$ cat config.mk
export PLATFORM = sky130hd
export DESIGN_NAME = psum_drain_ctrl
export DESIGN_NICKNAME = d
export VERILOG_FILES = /design/src/rtl/psum_drain_ctrl.sv
export SDC_FILE = /design/constraint.sdc
export NUM_CORES = 1
export LEC_CHECK = 0
export ABC_CLOCK_PERIOD_IN_PS = 4700
export CAP_MARGIN = 5
export CORE_MARGIN = 2
export CORE_UTILIZATION = 35
export CTS_CLUSTER_SIZE = 30
export DETAILED_ROUTE_END_ITERATION = 10
export PLACE_DENSITY = 0.55
export REMOVE_ABC_BUFFERS = 1
export SYNTH_ARGS = -nofsm -noshare
export SYNTH_HDL_FRONTEND = slang
export SYNTH_SLANG_ARGS = --single-unit
$ cat constraint.sdc
create_clock -name clk -period 4.7 [get_ports clk]
set_input_delay 0.94 -clock clk [delete_from_list [all_inputs] [get_ports clk]]
set_output_delay 0.94 -clock clk [all_outputs]
set_load 0.01 [all_outputs]
$ cat src/rtl/psum_drain_ctrl.sv
// Partial-sum drain controller: reads NUM_PSUM words from the GLB and streams them out
// through a 2-entry skid FIFO. Define PSUM_DRAIN_RELU_EN to clamp negative words to zero.
//
// state | meaning
// IDLE  | waiting for compute_done
// READ  | issuing GLB reads, bounded by FIFO room
// FLUSH | all reads issued, draining FIFO until the last word transfers
// DONE  | one-cycle drain_done pulse
module psum_drain_ctrl #(
  parameter int DATA_WIDTH = 16,
  parameter int ADDR_WIDTH = 9,
  parameter int NUM_PSUM   = 9,
  parameter int BASE_ADDR  = 0
) (
  input  logic                  clk,
  input  logic                  reset,
  input  logic                  compute_done,
  output logic                  read_req_psum,
  output logic [ADDR_WIDTH-1:0] r_addr_psum,
  input  logic [DATA_WIDTH-1:0] r_data_psum,
  output logic [DATA_WIDTH-1:0] out_data,
  output logic                  out_valid,
  input  logic                  out_ready,
  output logic                  out_last,
  output logic                  busy,
  output logic                  drain_done
);

  localparam logic [1:0] S_IDLE  = 2'd0;
  localparam logic [1:0] S_READ  = 2'd1;
  localparam logic [1:0] S_FLUSH = 2'd2;
  localparam logic [1:0] S_DONE  = 2'd3;

  localparam int CNT_W = (NUM_PSUM > 1) ? $clog2(NUM_PSUM) : 1;
  localparam logic [CNT_W-1:0]      LAST_IDX = CNT_W'(NUM_PSUM - 1);
  localparam logic [ADDR_WIDTH-1:0] BASE     = ADDR_WIDTH'(BASE_ADDR);

  logic [1:0]            r_state;
  logic [CNT_W-1:0]      r_remain;
  logic [ADDR_WIDTH-1:0] r_addr_next;
  logic [ADDR_WIDTH-1:0] r_addr_hold;
  logic                  r_inflight;
  logic                  r_inflight_last;
  logic [DATA_WIDTH-1:0] r_mem [2];
  logic [1:0]            r_mem_last;
  logic                  r_wr_ptr;
  logic                  r_rd_ptr;
  logic [1:0]            r_count;

  logic                  w_pop;
  logic [2:0]            w_pending;
  logic                  w_issue_last;
  logic [DATA_WIDTH-1:0] w_head;
  logic [DATA_WIDTH-1:0] w_head_q;

  assign w_pop = out_valid && out_ready;

  // Room is judged after this cycle's pop so a steady stream sustains one word per cycle.
  assign w_pending     = 3'(r_count) + 3'(r_inflight) - 3'(w_pop);
  assign read_req_psum = (r_state == S_READ) && (w_pending < 3'd2);
  assign w_issue_last  = read_req_psum && (r_remain == '0);
  assign r_addr_psum   = read_req_psum ? r_addr_next : r_addr_hold;

  assign w_head    = r_mem[r_rd_ptr];
  assign out_valid = (r_count != 2'd0);
  assign out_last  = out_valid && r_mem_last[r_rd_ptr];

`ifdef PSUM_DRAIN_RELU_EN
  assign w_head_q = w_head[DATA_WIDTH-1] ? '0 : w_head;
`else
  assign w_head_q = w_head;
`endif

  assign out_data   = out_valid ? w_head_q : '0;
  assign busy       = (r_state != S_IDLE);
  assign drain_done = (r_state == S_DONE);

  always_ff @(posedge clk) begin
    if (reset) begin
      r_state         <= S_IDLE;
      r_remain        <= LAST_IDX;
      r_addr_next     <= BASE;
      r_addr_hold     <= BASE;
      r_inflight      <= 1'b0;
      r_inflight_last <= 1'b0;
      r_wr_ptr        <= 1'b0;
      r_rd_ptr        <= 1'b0;
      r_count         <= 2'd0;
    end else begin
      r_inflight      <= read_req_psum;
      r_inflight_last <= w_issue_last;

      if (read_req_psum) begin
        r_addr_hold <= r_addr_next;
        r_addr_next <= r_addr_next + ADDR_WIDTH'(1);
        r_remain    <= r_remain - CNT_W'(1);
      end

      if (r_inflight) r_wr_ptr <= ~r_wr_ptr;
      if (w_pop)      r_rd_ptr <= ~r_rd_ptr;
      r_count <= r_count + 2'(r_inflight) - 2'(w_pop);

      case (r_state)
        S_IDLE: begin
          r_remain    <= LAST_IDX;
          r_addr_next <= BASE;
          if (compute_done) r_state <= S_READ;
        end
        S_READ:  if (w_issue_last) r_state <= S_FLUSH;
        S_FLUSH: if (w_pop && out_last) r_state <= S_DONE;
        default: r_state <= S_IDLE;
      endcase
    end
  end

  // Storage needs no reset: occupancy gates everything that reads it.
  always_ff @(posedge clk) begin
    if (r_inflight) begin
      r_mem[r_wr_ptr]      <= r_data_psum;
      r_mem_last[r_wr_ptr] <= r_inflight_last;
    end
  end

endmodule

==> run_results.csv <==
group,metric,value,unit
power,total_power,2.026,mW
detailed_routing,drc,0,
clocking,cts_tree,"built",
yosys,netlist_instances,221,
clocking,cts_root_buf,"clkbuf_8",
run_status,status,"finished clean",
worst_setup_path,reg2reg_to,"r_addr_next[7]$_SDFFE_PP0N_",
power,power.switching,0.6572,mW
clocking,ctsHoldBuffers,0,
die,die_height,92.00,um
detailed_routing,avgRoutedWirePerCell,12.25,um
yosys,netlist-cell-type-count,36,
timing,hold_slack,0.4336,ns
timing,drv_slew,0,
worst_setup_path,worstSetupPathType,"input pin to output pin",
power,power_frac_clock,0.261,
die,initial_core_util,0.3562,
yosys,async_flop_share,0,
worst_setup_path,worstReg2RegStart,"r_count[1]$_SDFF_PP0_",
place,portBuffers,49,
detailed_routing,vias,1731,
global_routing,grt-ovfl-total,0,
yosys,synth_edf_count,34,
clocking,post_cts_buffers,0,
timing,slew-limit-headroom,0.3518,
detailed_routing,drt-pass1-iter-count,5,
worst_setup_path,path_max_fanout,13,
worst_setup_path,r2r_cells,12,
run,drv_cap,0,
timing,period_share,0.9274,
cells_and_area,diodes,0,
die,num_rows,32,
yosys,synth_flop_cell,"edfxtp_1",
yosys,seq_area_frac_synth,0.6057,
timing,worst_pin_slew,0.9710,ns
die,core-area,0.007607,mm^2
global_routing,track_usage,0.1254,
place,place.gp.congestion,0.6944,
clocking,insertion_delay,0.34,ns
detailed_routing,ant_nets,0,
global_routing,antenna_found_initial,0,
timing,timing.fmax,0.2294,GHz
yosys,syn_area_per_cell,12.26,um^2
timing,finClkSkew,0.008679,ns
power,p_int,1.368,mW
cells_and_area,fin_nets,313,
die,ios,50,
worst_setup_path,crit_start,"out_ready",
cells_and_area,fin_util,0.4775,
power,vdd_drop_max,0.2455,mV
power,switching_share,0.3245,
power,power_density,557.7,mW/mm^2
yosys,synth_area,0.002710,mm^2
worst_setup_path,crit_arrival,3.42,ns
timing,min_period,4.359,ns
yosys,ys_seq_elements,65,
timing,setup_violations,0,
worst_setup_path,crit_path_end_kind,"output pin",
hold_path,worstHoldPathType,"register to register",
place,dp_hpwl,3216,um
detailed_routing,drtIter0Drc,54,
global_routing,grt_pass1_wl,8169,um
worst_setup_path,crit_end,"read_req_psum",
global_routing,grt_pass1_vias,1712,
power,p_leak,1.471,nW
clocking,clock_path_buffers,2,
yosys,ys_warn_count,0,
detailed_routing,vias_per_cell,4.450,
global_routing,grt_max_degree,21,
timing,hold_viol_final,0,
clocking,path_clk_slew,0.08,ns
cells_and_area,synthToLayoutAreaGrowth,34.03,%
timing,rsz0062_at_grt,"no",
detailed_routing,wl,4767,um
worst_setup_path,r2r_slack,1.86,ns
die,die_x,92.00,um
die,dieArea,0.008463,mm^2
clocking,htreeDepth,3,
clocking,cts_buffers,9,
cells_and_area,drive_gt1_frac,0.1185,
worst_setup_path,crit_path_start_kind,"input pin",
power,comb_power_share,0.370,
cells_and_area,final.fill_count,712,
worst_setup_path,cp.required,3.76,ns
clocking,cts_sinks,65,
power,power_frac_seq,0.369,
-- kinds of logic after synthesis --
| group | after synthesis | synth area share |
|---|---|---|
| DFF | 65 | 0.6057 |
| adders and majority gates | 11 | 0.05356 |
| buffers and inverters | 20 | 0.03139 |
| xor gates and xnor gates | 13 | 0.04478 |
| AOI/OAI and AO/OA | 10 | 0.02170 |
| muxes | 28 | 0.1076 |
| and+or+nand+nor | 74 | 0.1353 |
-- flip-flops by register name, indices dropped and copies added (netlist names), named ones only --
register and flops:
r_mem 32, r_inflight 1, r_mem_last 2, r_addr_next 9
r_addr_hold 9, r_count 2, r_wr_ptr 1, r_inflight_last 1
r_remain 4, r_state 2, r_rd_ptr 1
-- worst max-delay path, stage by stage --
cell and delay (ns):
clkdlybuf4s50_1 0.41, o21ai_1 0.10, inv_1 0.06, ha_1 0.26, inv_1 0.05, ha_1 0.13
inv_1 0.05, fa_2 0.53, and2_4 0.18, nand2_8 0.09, clkinv_1 0.07, clkdlybuf4s50_1 0.53
-- cells in the mapped netlist (2+ instances only) --
cell type  instances  area share
inv_1             11       0.015
buf_2              2      0.0037
mux2_1             5       0.021
nand4_1            2      0.0046
ha_1              10       0.046
nand3_1            5      0.0092
a21oi_1            3      0.0055
o21ai_0            4      0.0074
nor2_1            34       0.047
and4_1             2      0.0065
mux2_2             4       0.017
dfxtp_1           31        0.23
mux2i_1           19       0.070
edfxtp_1          34        0.38
xor2_1             7       0.023
xnor2_1            5       0.016
nand2b_1           4      0.0092
and2_1             3      0.0069
nand2_1            5      0.0069
nor2b_1           11       0.025
clkbuf_1           5      0.0069
-- placed cells by master, fill, tap and decap left out, drive strengths merged, types with 5 or more instances in the layout --
master / instances
mux2i: 19
buf: 9
xor2: 7
nor2: 34
clkbuf: 9
dfxtp: 31
nor2b: 11
clkdlybuf4s50: 40
edfxtp: 34
mux2: 9
dlymetal6s2s: 9
inv: 14
nand2: 6
xnor2: 6
nand3: 5
ha: 10
-- stage by stage --
stage / instance area (um^2) / setup TNS (ns) / setup WS (ns) / std cells
after floorplan: 2670 / 0 / 0.8294 / 213
after global placement: 3356 / -0.2171 / -0.03137 / 373
after detailed placement: 3356 / -0.4336 / -0.05595 / 373
after CTS: 3585 / 0 / 0.01391 / 389
after global routing: 3632 / 0 / 0.1876 / 389
final: 3632 / 0 / 0.3414 / 389
-- metal layers --
layer  global-route usage  share of wire
met4              0.06716          0.014
met5                    0              0
met3              0.03369          0.045
met2               0.2059           0.49
met1               0.1501           0.45
-- layout make-up --
class / instances / area, um^2 / area share
clock buffer: 9 / 123.9 / 0.03410
multi-input combinational: 136 / 1013 / 0.2790
inverter: 12 / 45.04 / 0.01240
sequential: 65 / 1642 / 0.4519
clock inverter: 7 / 100.1 / 0.02756
tap: 102 / 127.6 / 0.03514
timing repair buffer: 58 / 580.6 / 0.1598
-- power groups by stage --
stage | logic [mW] | registers [mW] | clock network, mW
detailed placement | 0.712 | 0.759 | 0
global route | 0.830 | 0.761 | 0.570
finish | 0.750 | 0.747 | 0.529
CTS | 0.723 | 0.746 | 0.549
floorplan | 0.392 | 0.741 | 0
global placement | 0.709 | 0.758 | 0
-- timing repair --
action | in CTS | in global routing
pin swaps | 0 | 2
endpoints found under the setup margin | 9 | 9
hold endpoints to repair | 0 | 0
gates resized for setup | 1 | 15
-- worst min-delay path by stage --
stage | startpoint | end | cells past startpoint
final | r_inflight_last$_SDFF_PP0_ | r_mem_last[1]$_DFFE_PP_ | 0
after global routing | r_inflight_last$_SDFF_PP0_ | r_mem_last[1]$_DFFE_PP_ | 0
after CTS | r_inflight_last$_SDFF_PP0_ | r_mem_last[1]$_DFFE_PP_ | 0
after detailed placement | r_inflight_last$_SDFF_PP0_ | r_mem_last[1]$_DFFE_PP_ | 0
after global placement | r_inflight_last$_SDFF_PP0_ | r_mem_last[0]$_DFFE_PP_ | 0
after floorplan | r_inflight_last$_SDFF_PP0_ | r_mem_last[0]$_DFFE_PP_ | 0
(Power assumes the default switching activity.)
